[config.mk]
export PLATFORM = sky130hd
export DESIGN_NAME = alu_nibble_seq
export DESIGN_NICKNAME = d
export VERILOG_FILES = /design/src/rtl/alu_nibble_seq.sv
export SDC_FILE = /design/constraint.sdc
export NUM_CORES = 1
export LEC_CHECK = 0
export BUFFER_PORTS_ARGS = -buffer_cell sky130_fd_sc_hd__buf_4
export CAP_MARGIN = 5
export CORE_UTILIZATION = 50
export DETAILED_ROUTE_END_ITERATION = 8
export GPL_ROUTABILITY_DRIVEN = 1
export GPL_TIMING_DRIVEN = 0
export PLACE_DENSITY_LB_ADDON = 0.08
export SYNTH_ARGS = -nofsm -noshare
export SYNTH_HDL_FRONTEND = slang
export SYNTH_SLANG_ARGS = --single-unit
[constraint.sdc]
create_clock -name clk -period 7.17 [get_ports clk]
set_input_delay 1.0755 -clock clk [delete_from_list [all_inputs] [get_ports clk]]
set_output_delay 1.0755 -clock clk [all_outputs]
set_load 0.05 [all_outputs]
[src/rtl/alu_nibble_seq.sv]
// alu_nibble_seq: multi-cycle WIDTH-bit ALU that reuses one 4-bit slice,
// walking the operands LSB nibble first with a registered carry chain.
`timescale 1ns/1ps
module alu_nibble_seq #(
    parameter int unsigned WIDTH = 16
) (
    input  logic             clk,
    input  logic             rst_n,
    input  logic             in_valid,
    output logic             in_ready,
    input  logic [WIDTH-1:0] in_a,
    input  logic [WIDTH-1:0] in_b,
    input  logic [2:0]       in_op,
    output logic             out_valid,
    input  logic             out_ready,
    output logic [WIDTH-1:0] out_result,
    output logic             out_cout,
    output logic             out_zero,
    output logic             out_err
);

    localparam int unsigned NIB = WIDTH / 4;
    localparam int unsigned KW  = (NIB > 1) ? $clog2(NIB) : 1;

    localparam logic [2:0] OpPassB = 3'b000;
    localparam logic [2:0] OpAdd   = 3'b010;
    localparam logic [2:0] OpSub   = 3'b011;
    localparam logic [2:0] OpAnd   = 3'b100;
    localparam logic [2:0] OpOr    = 3'b101;
    localparam logic [2:0] OpXor   = 3'b110;

    typedef enum logic [1:0] {StIdle, StRun, StDone} state_e;

    state_e state_q, state_d;

    logic [WIDTH-1:0] a_q, a_d, b_q, b_d, result_q, result_d;
    logic [2:0]       op_q, op_d;
    logic [KW-1:0]    k_q, k_d;
    logic             carry_q, carry_d;
    logic             cout_q, cout_d, zero_q, zero_d, err_q, err_d;

    logic [KW+1:0]    bit_sh;
    logic [3:0]       a_nib, b_nib;
    logic [4:0]       slice;
    logic [WIDTH-1:0] result_upd;
    logic             last_nib, op_arith, op_bad;

    // The 4-bit slice; returns {carry_out, y}. Unsupported codes yield zero.
    function automatic logic [4:0] alu4(input logic [3:0] a, input logic [3:0] b,
                                        input logic cin, input logic [2:0] op);
        logic [4:0] r;
        r = '0;
        case (op)
            OpPassB: r = {1'b0, b};
            OpAdd:   r = {1'b0, a} + {1'b0, b} + {4'b0, cin};
            OpSub:   r = {1'b0, a} + {1'b0, ~b} + {4'b0, cin};
            OpAnd:   r = {1'b0, a & b};
            OpOr:    r = {1'b0, a | b};
            OpXor:   r = {1'b0, a ^ b};
            default: r = '0;
        endcase
        return r;
    endfunction

    // Slice operand selection and merge of the slice output into the result
    always_comb begin
        bit_sh     = {k_q, 2'b00};
        a_nib      = 4'(a_q >> bit_sh);
        b_nib      = 4'(b_q >> bit_sh);
        slice      = alu4(a_nib, b_nib, carry_q, op_q);
        result_upd = (result_q & ~(WIDTH'(4'hF) << bit_sh)) | (WIDTH'(slice[3:0]) << bit_sh);
        last_nib   = (k_q == KW'(NIB - 1));
        op_arith   = (op_q == OpAdd) || (op_q == OpSub);
        op_bad     = (op_q == 3'b001) || (op_q == 3'b111);
    end

    // State register
    always_ff @(posedge clk or negedge rst_n) begin
        if (!rst_n) state_q <= StIdle;
        else        state_q <= state_d;
    end

    // Next-state logic
    always_comb begin
        state_d = state_q;
        case (state_q)
            StIdle:  if (in_valid)  state_d = StRun;
            StRun:   if (last_nib)  state_d = StDone;
            StDone:  if (out_ready) state_d = StIdle;
            default: state_d = StIdle;
        endcase
    end

    // Outputs decoded from state; data and flags read 0 outside DONE
    always_comb begin
        in_ready   = (state_q == StIdle);
        out_valid  = (state_q == StDone);
        out_result = out_valid ? result_q : '0;
        out_cout   = out_valid & cout_q;
        out_zero   = out_valid & zero_q;
        out_err    = out_valid & err_q;
    end

    // Datapath next-state: load on accept, one nibble per RUN cycle
    always_comb begin
        a_d      = a_q;
        b_d      = b_q;
        op_d     = op_q;
        k_d      = k_q;
        carry_d  = carry_q;
        result_d = result_q;
        cout_d   = cout_q;
        zero_d   = zero_q;
        err_d    = err_q;
        case (state_q)
            StIdle: begin
                if (in_valid) begin
                    a_d      = in_a;
                    b_d      = in_b;
                    op_d     = in_op;
                    k_d      = '0;
                    // SUB is A + ~B + 1, so the chain starts with carry set
                    carry_d  = (in_op == OpSub);
                    result_d = '0;
                    cout_d   = 1'b0;
                    zero_d   = 1'b0;
                    err_d    = 1'b0;
                end
            end
            StRun: begin
                result_d = result_upd;
                carry_d  = slice[4];
                k_d      = k_q + KW'(1);
                if (last_nib) begin
                    cout_d = op_arith & slice[4];
                    zero_d = (result_upd == '0);
                    err_d  = op_bad;
                end
            end
            default: ;
        endcase
    end

    // Datapath registers
    always_ff @(posedge clk or negedge rst_n) begin
        if (!rst_n) begin
            a_q      <= '0;
            b_q      <= '0;
            op_q     <= '0;
            k_q      <= '0;
            carry_q  <= 1'b0;
            result_q <= '0;
            cout_q   <= 1'b0;
            zero_q   <= 1'b0;
            err_q    <= 1'b0;
        end else begin
            a_q      <= a_d;
            b_q      <= b_d;
            op_q     <= op_d;
            k_q      <= k_d;
            carry_q  <= carry_d;
            result_q <= result_d;
            cout_q   <= cout_d;
            zero_q   <= zero_d;
            err_q    <= err_d;
        end
    end

endmodule

==> Implementation_results.wiki, run 1 <==
{| class="wikitable"
! Metric !! Value
|-
| LEAKAGE || 2.02 nW
|-
| Highest Clock Rate || 253 MHz
|-
| Clock network latency to the later pin of the worst-skew pair || 0.33 ns
|-
| Endpoint class of the critical path || flop
|-
| Crit-path slowest cell || sky130_fd_sc_hd__mux4_2
|-
| Run status || completed
|-
| TritonCTS Buffers || 9
|-
| Die area || 6920 um^2
|-
| Width of the chip || 83.2 um
|-
| Proportion of synthesized chip area in sequential cells || 44.8%
|-
| Wire length per cell || 14.9 um
|-
| Largest net degree at the start of global routing || 60
|-
| Pins Over Slew Limit || 0
|-
| Unrepaired setup endpoints after global routing || false
|-
| Vias after detailed routing || 2738
|-
| Leading register cell type out of synthesis || sky130_fd_sc_hd__dfrtp_1
|-
| CTS-repair resized insts || 0
|-
| Largest voltage drop on the vdd net || 0.000230 V
|-
| Max Cap Violations || 0
|-
| Number of DRC markers after the initial detailed-route iteration || 205
|-
| FP Rows || 29
|-
| Layout Cells excl Fill || 515
|-
| Kind of path behind the tightest hold check || flop to flop
|-
| Async SR Flop Fraction || 100%
|-
| Flip-flop and latch area || 1480 um^2
|-
| H-tree depth || 3
|-
| Mean cell area of the mapped netlist || 9.08 um^2
|-
| Hold bufs inserted after CTS || 0
|-
| Reg2reg setup slack || 3.23 ns
|-
| Antenna diode instance count || 0
|-
| Nets in the synthesized netlist || 421
|-
| CTS root buf || sky130_fd_sc_hd__clkbuf_8
|-
| Combined area of the multi-input logic cells || 1670 um^2
|-
| Setup violators final || 0
|-
| Clock tree from TritonCTS || done
|-
| Die Y || 83.2 um
|-
| Period minus WS final || 3.94 ns
|-
| Via count of the first global-routing pass || 2701
|-
| Final total negative setup slack || 0 ns
|-
| Area overhead of the layout relative to synthesis || 22.1%
|-
| Ordered cell list for the critical path || buf_6 -> clkbuf_1 -> mux4_2 -> inv_1 -> fa_1 -> inv_1 -> fa_1 -> xnor2_1 -> a221oi_1 -> a31oi_1 -> nor4b_2 -> a32o_2
|-
| Reg2Reg Depth || 12
|-
| Critical path startpoint || k_q[0]
|-
| Gpl congestion || 0.824
|-
| Post-CTS setup buffers || 0
|-
| Starting density of the core || 51.9%
|-
| Maximum clock path buffer count || 2
|-
| Critical Path Max Stage Delay || 0.63 ns
|-
| Reg-to-Reg Start || k_q[0]
|-
| Worst Path Required || 7.39 ns
|-
| Largest driver fanout on the critical path || 10
|-
| Critical path arrival || 4.17 ns
|-
| Final net count || 491
|-
| Fraction of final layout cells with drive strength greater than 1 || 21.5%
|-
| Final wirelength || 7700 um
|-
| Post-detailed-route DRC marker count || 0
|-
| Vias per Instance || 5.32
|-
| Detailed-routing iteration count for the pre-antenna-repair pass || 5
|-
| Worst slew margin relative to its limit || 49.5%
|-
| Transition time of the tightest slew-check pin || 0.758 ns
|-
| Power density of the placed cells || 497 nW/um^2
|-
| R2r endpoint || zero_q
|-
| CP Launch Type || flop
|-
| Final Hold Viols || 0
|-
| HPWL after detailed placement || 5670 um
|-
| Number of antenna violations at the first check in global routing || 0
|-
| Num ports || 60
|-
| Number of distinct library cells after synthesis || 48
|-
| Capture point of the critical path || zero_q
|-
| Fin Clk Skew || 0.00641 ns
|-
| Global-route wire length before repair || 13100 um
|-
| Total placed cells including tap cells || 499
|-
| Synthesized instance count || 363
|-
| Tcrit/Tclk final || 55.0%
|-
| Flip-flop and latch count after synthesis || 59
|-
| Total gr overflow || 0
|-
| Post-Syn Area || 3300 um^2
|-
| Filler Cells Inserted || 559
|-
| Total number of yosys warnings || 0
|-
| Count of antenna-violating nets left after detailed routing || 0
|-
| GRT Overall Usage || 24.0%
|-
| Clock transition at the registers of the reported paths || 0.07 ns
|-
| Clock sinks || 59
|-
| Core box area || 6350 um^2
|-
| Worst Setup Path Type || flop to flop
|-
| Count of input and output buffers || 59
|-
| EDFF count, synth || 0
|}
## cell families after synthesis
kind of cell	after synthesis	synth area share, %
compound gates	52	10.6
xor+xnor	2	0.532
fa+ha+maj	19	8.12
buf+inv	36	4.52
flops	59	44.8
mux	14	7.06
simple gates	181	24.4
## through the flow
stage	power [mW]	setup WS (ns)	util [%]	area, um^2	hold slack (ns)
finish	2.00	3.23	63.4	4020	0.473
global route	2.18	2.98	63.4	4020	0.493
CTS	2.00	3.23	63.4	4020	0.475
detailed placement	1.72	3.25	60.4	3830	0.457
global placement	1.67	3.32	60.4	3830	0.453
floorplan	1.41	3.78	-	3300	0.440
## registers in the layout, summed over array words and instances (netlist names)
register  count
a_q          16
k_q           2
state_q       2
zero_q        1
op_q          3
err_q         1
result_q     16
b_q          16
cout_q        1
carry_q       1
## critical path, delay by kind of cell, from the launching register on
| kind | cells | cell delay (ns) |
|---|---|---|
| AOI/OAI and AO/OA | 3 | 0.96 |
| DFF | 1 | 0.40 |
| muxes | 1 | 0.63 |
| adders and majority gates | 2 | 0.66 |
| buffers and inverters | 4 | 0.89 |
| and+or+nand+nor | 1 | 0.12 |
| xor gates and xnor gates | 1 | 0.17 |
## how the worst min path moves through the flow
| stage | from | end | slack [ns] | cells past startpoint |
|---|---|---|---|---|
| 4_1_cts | b_q[8] | b_q[8] | 0.47 | 2 |
| 3_3_place_gp | b_q[0] | b_q[0] | 0.45 | 2 |
| 6_report | b_q[8] | b_q[8] | 0.47 | 2 |
| 3_5_place_dp | b_q[8] | b_q[8] | 0.46 | 2 |
| 5_1_grt | a_q[1] | a_q[1] | 0.49 | 2 |
| 2_1_floorplan | err_q | err_q | 0.44 | 2 |
## power by group
part | internal [mW] | switching (mW) | total (mW)
combinational | 0.453 | 0.693 | 1.15
clock | 0.145 | 0.137 | 0.282
sequential | 0.480 | 0.0925 | 0.573
## layout by cell type, fill, tap and decap left out, types with 2 or more instances in the layout
cell,instances
sky130_fd_sc_hd__a21oi_1,6
sky130_fd_sc_hd__a22o_1,4
sky130_fd_sc_hd__a31oi_1,2
sky130_fd_sc_hd__and2_1,20
sky130_fd_sc_hd__buf_1,2
sky130_fd_sc_hd__buf_2,2
sky130_fd_sc_hd__buf_4,60
sky130_fd_sc_hd__clkbuf_1,13
sky130_fd_sc_hd__clkbuf_8,11
sky130_fd_sc_hd__clkinv_4,2
sky130_fd_sc_hd__clkinvlp_4,2
sky130_fd_sc_hd__dfrtp_1,59
sky130_fd_sc_hd__fa_1,4
sky130_fd_sc_hd__ha_1,15
sky130_fd_sc_hd__inv_1,16
sky130_fd_sc_hd__mux2_2,4
sky130_fd_sc_hd__mux2i_1,3
sky130_fd_sc_hd__mux4_2,7
sky130_fd_sc_hd__nand2_1,124
sky130_fd_sc_hd__nand2b_1,3
sky130_fd_sc_hd__nand3_1,5
sky130_fd_sc_hd__nor2_1,7
sky130_fd_sc_hd__nor2b_1,6
sky130_fd_sc_hd__nor3_1,5
sky130_fd_sc_hd__nor4_1,4
sky130_fd_sc_hd__o211ai_1,2
sky130_fd_sc_hd__o21ai_0,18
sky130_fd_sc_hd__o21ai_1,4
sky130_fd_sc_hd__o22ai_1,2
sky130_fd_sc_hd__o31ai_1,4
## metal layers
layer	track usage [%]	up-vias	wire (um)
li1	-	1349	-
met1	32.1	1280	3390
met2	38.8	98	3790
met3	4.08	11	375
met4	10.0	0	141
met5	0	-	0
## synthesized netlist by cell type, types with 3 or more instances
| cell type | count | area (um^2) |
|---|---|---|
| sky130_fd_sc_hd__mux2_2 | 4 | 45.0 |
| sky130_fd_sc_hd__nand3_1 | 5 | 25.0 |
| sky130_fd_sc_hd__mux2i_1 | 3 | 30.0 |
| sky130_fd_sc_hd__nor3_1 | 5 | 25.0 |
| sky130_fd_sc_hd__and2_1 | 20 | 125 |
| sky130_fd_sc_hd__o21ai_1 | 4 | 20.0 |
| sky130_fd_sc_hd__nor2_1 | 7 | 26.3 |
| sky130_fd_sc_hd__dfrtp_1 | 59 | 1480 |
| sky130_fd_sc_hd__nand2_1 | 124 | 465 |
| sky130_fd_sc_hd__a21oi_1 | 6 | 30.0 |
| sky130_fd_sc_hd__inv_1 | 16 | 60.1 |
| sky130_fd_sc_hd__nor2b_1 | 6 | 37.5 |
| sky130_fd_sc_hd__a22o_1 | 4 | 35.0 |
| sky130_fd_sc_hd__fa_1 | 4 | 80.1 |
| sky130_fd_sc_hd__mux4_2 | 7 | 158 |
| sky130_fd_sc_hd__ha_1 | 15 | 188 |
| sky130_fd_sc_hd__nor4_1 | 4 | 25.0 |
| sky130_fd_sc_hd__nand2b_1 | 3 | 18.8 |
| sky130_fd_sc_hd__o21ai_0 | 18 | 90.1 |
| sky130_fd_sc_hd__o31ai_1 | 4 | 30.0 |
| sky130_fd_sc_hd__clkbuf_1 | 13 | 48.8 |
## final cells by class
class / count / share of cell area, %
flip-flops and latches: 59 / 36.7
inverters: 17 / 1.59
repair buffers: 59 / 11.0
multi-input cells: 268 / 41.5
well taps: 77 / 2.39
clock buffers: 11 / 3.76
clock inverters: 5 / 0.933
plain buffers: 19 / 2.11
(Power assumes the default switching activity.)
==> inputs of run 2 (changes only) <==
Clock period 7.17 ns to 3.58 ns, I/O delays scaled along.
==> Implementation_results.wiki, run 2 (synthesized netlist as in run 1, its figures left out) <==
{| class="wikitable"
! Metric !! Value
|-
| Worst Path Required || 3.80 ns
|-
| Worst slew margin relative to its limit || 50.5%
|-
| Run status || completed
|-
| Layout Cells excl Fill || 514
|-
| Hold_ws || 0.256 ns
|-
| Largest registers in the final layout || a_q (16), b_q (16), result_q (16)
|-
| Core box area || 6350 um^2
|-
| HPWL after detailed placement || 5670 um
|-
| Clock network latency to the later pin of the worst-skew pair || 0.33 ns
|-
| CP Launch Type || flop
|-
| Setup violators final || 0
|-
| Reg-to-Reg Start || k_q[1]
|-
| Largest voltage drop on the vdd net || 0.000456 V
|-
| Period minus WS final || 3.34 ns
|-
| TritonCTS Buffers || 9
|-
| Wire length per cell || 14.8 um
|-
| Final Hold Viols || 0
|-
| Number of DRC markers after the initial detailed-route iteration || 141
|-
| Hold bufs inserted after CTS || 0
|-
| Tcrit/Tclk final || 93.3%
|-
| Die Y || 83.2 um
|-
| Vias after detailed routing || 2733
|-
| Gpl congestion || 0.824
|-
| Endpoint class of the critical path || flop
|-
| CTS root buf || sky130_fd_sc_hd__clkbuf_8
|-
| Part of the total power dissipated in combinational logic || 57.5%
|-
| Largest net degree at the start of global routing || 60
|-
| Transition time of the tightest slew-check pin || 0.736 ns
|-
| Total placed cells including tap cells || 499
|-
| Maximum clock path buffer count || 2
|-
| Post-detailed-route DRC marker count || 0
|-
| Clock tree from TritonCTS || done
|-
| Vias per Instance || 5.32
|-
| Starting density of the core || 51.9%
|-
| Reg power frac || 28.5%
|-
| Num ports || 60
|-
| Critical path arrival || 3.56 ns
|-
| Power after layout || 4.02 mW
|-
| Most prevalent standard cell on the critical path || sky130_fd_sc_hd__fa_1
|-
| Fin Clk Skew || 0.00617 ns
|-
| Global-route wire length before repair || 13100 um
|-
| Leading cell type in the layout, fill and taps excluded || sky130_fd_sc_hd__nand2_1
|-
| Antenna diode instance count || 0
|-
| Design area || 4030 um^2
|-
| Pins Over Slew Limit || 0
|-
| Via count of the first global-routing pass || 2697
|-
| Area overhead of the layout relative to synthesis || 22.4%
|-
| Worst Setup Path Type || flop to flop
|-
| Clock sinks || 59
|-
| Critical path startpoint || k_q[1]
|-
| Int Power || 2.17 mW
|-
| GRT Overall Usage || 23.9%
|-
| Fraction of final layout cells with drive strength greater than 1 || 22.0%
|-
| Area after DPL || 3830 um^2
|-
| Largest driver fanout on the critical path || 10
|-
| Crit-path slowest cell || sky130_fd_sc_hd__dfrtp_1
|-
| Max Cap Violations || 0
|-
| Final net count || 490
|-
| Switching power total || 1.86 mW
|-
| FP Rows || 29
|-
| Count of antenna-violating nets left after detailed routing || 0
|-
| CTS-repair resized insts || 1
|-
| H-tree depth || 3
|-
| Power density of the placed cells || 998 nW/um^2
|-
| Kind of path behind the tightest hold check || primary input to async pin
|-
| Post-CTS setup buffers || 0
|-
| Total gr overflow || 0
|-
| Worst setup slack after placement || -0.336 ns
|-
| Filler Cells Inserted || 559
|-
| Count of input and output buffers || 59
|-
| Highest Clock Rate || 300 MHz
|-
| Unrepaired setup endpoints after global routing || false
|-
| Die area || 6920 um^2
|-
| Highest-count cells in the layout ignoring fill and taps || 124 x sky130_fd_sc_hd__nand2_1, 60 x sky130_fd_sc_hd__buf_4, 59 x sky130_fd_sc_hd__dfrtp_1
|-
| Clock network fraction of design power || 14.0%
|-
| Smallest setup slack after layout || 0.241 ns
|-
| Fraction of power spent switching nets || 46.1%
|-
| Final wirelength || 7620 um
|-
| Number of antenna violations at the first check in global routing || 0
|-
| Clock transition at the registers of the reported paths || 0.07 ns
|-
| LEAKAGE || 2.02 nW
|-
| Width of the chip || 83.2 um
|-
| Critical Path Max Stage Delay || 0.53 ns
|-
| Ordered cell list for the critical path || buf_4 -> mux4_2 -> inv_1 -> fa_1 -> fa_1 -> nor2b_1 -> o311ai_1 -> o31ai_4 -> nor4b_2 -> a32o_2
|-
| Detailed-routing iteration count for the pre-antenna-repair pass || 4
|}
run 2: power by group through the flow:
stage               combinational (mW)  sequential (mW)  clock [mW]
floorplan                         1.72             1.10           0
global placement                  2.21             1.14           0
detailed placement                2.28             1.16           0
CTS                               2.30             1.14       0.574
global route                      2.60             1.18       0.611
finish                            2.31             1.15       0.564
run 2: per-layer routing:
| metal | up-vias | global-route usage [%] | part of all wire, % |
|---|---|---|---|
| li1 | 1344 | - | - |
| met5 | - | 0 | 0 |
| met2 | 75 | 39.5 | 50 |
| met4 | 0 | 8.93 | 1.0 |
| met3 | 8 | 3.88 | 4.4 |
| met1 | 1306 | 31.9 | 44 |
run 2: through the flow:
| stage | setup TNS (ns) | util, % |
|---|---|---|
| after CTS | 0 | 63.4 |
| after global placement | -1.14 | 60.4 |
| after floorplan | 0 | - |
| after global routing | 0 | 63.5 |
| final | 0 | 63.5 |
| after detailed placement | -1.70 | 60.4 |
run 2: cell type report:
type                       instances  area (um^2)  area share (%)
clock inverter                     5         37.5           0.931
tap                               77         96.3            2.39
timing repair buffer              59          443            11.0
inverter                          17         63.8            1.58
sequential                        59         1480            36.6
multi-input combinational        268         1680            41.7
clock buffer                      11          151            3.75
buffer                            18         81.3            2.02
run 2: final timing paths:
path                                endpoint  slack, ns  cells past startpoint
worst max-delay path                  zero_q       0.24                     10
worst min-delay path            result_q[15]       0.26                      1
worst max register to register        zero_q       0.24                     10
worst min register to register        b_q[8]       0.47                      2
max in group asynchronous             a_q[1]       2.82                      1
min in group clk                      b_q[7]       0.39                      3
run 2: worst max-delay path: cells and delay by family, from the launching register on:
| kind | cells | cell delay, ns |
|---|---|---|
| adders and majority gates | 2 | 0.91 |
| AOI/OAI and AO/OA | 3 | 0.83 |
| DFF | 1 | 0.53 |
| buffers and inverters | 2 | 0.37 |
| and+or+nand+nor | 2 | 0.32 |
| muxes | 1 | 0.24 |
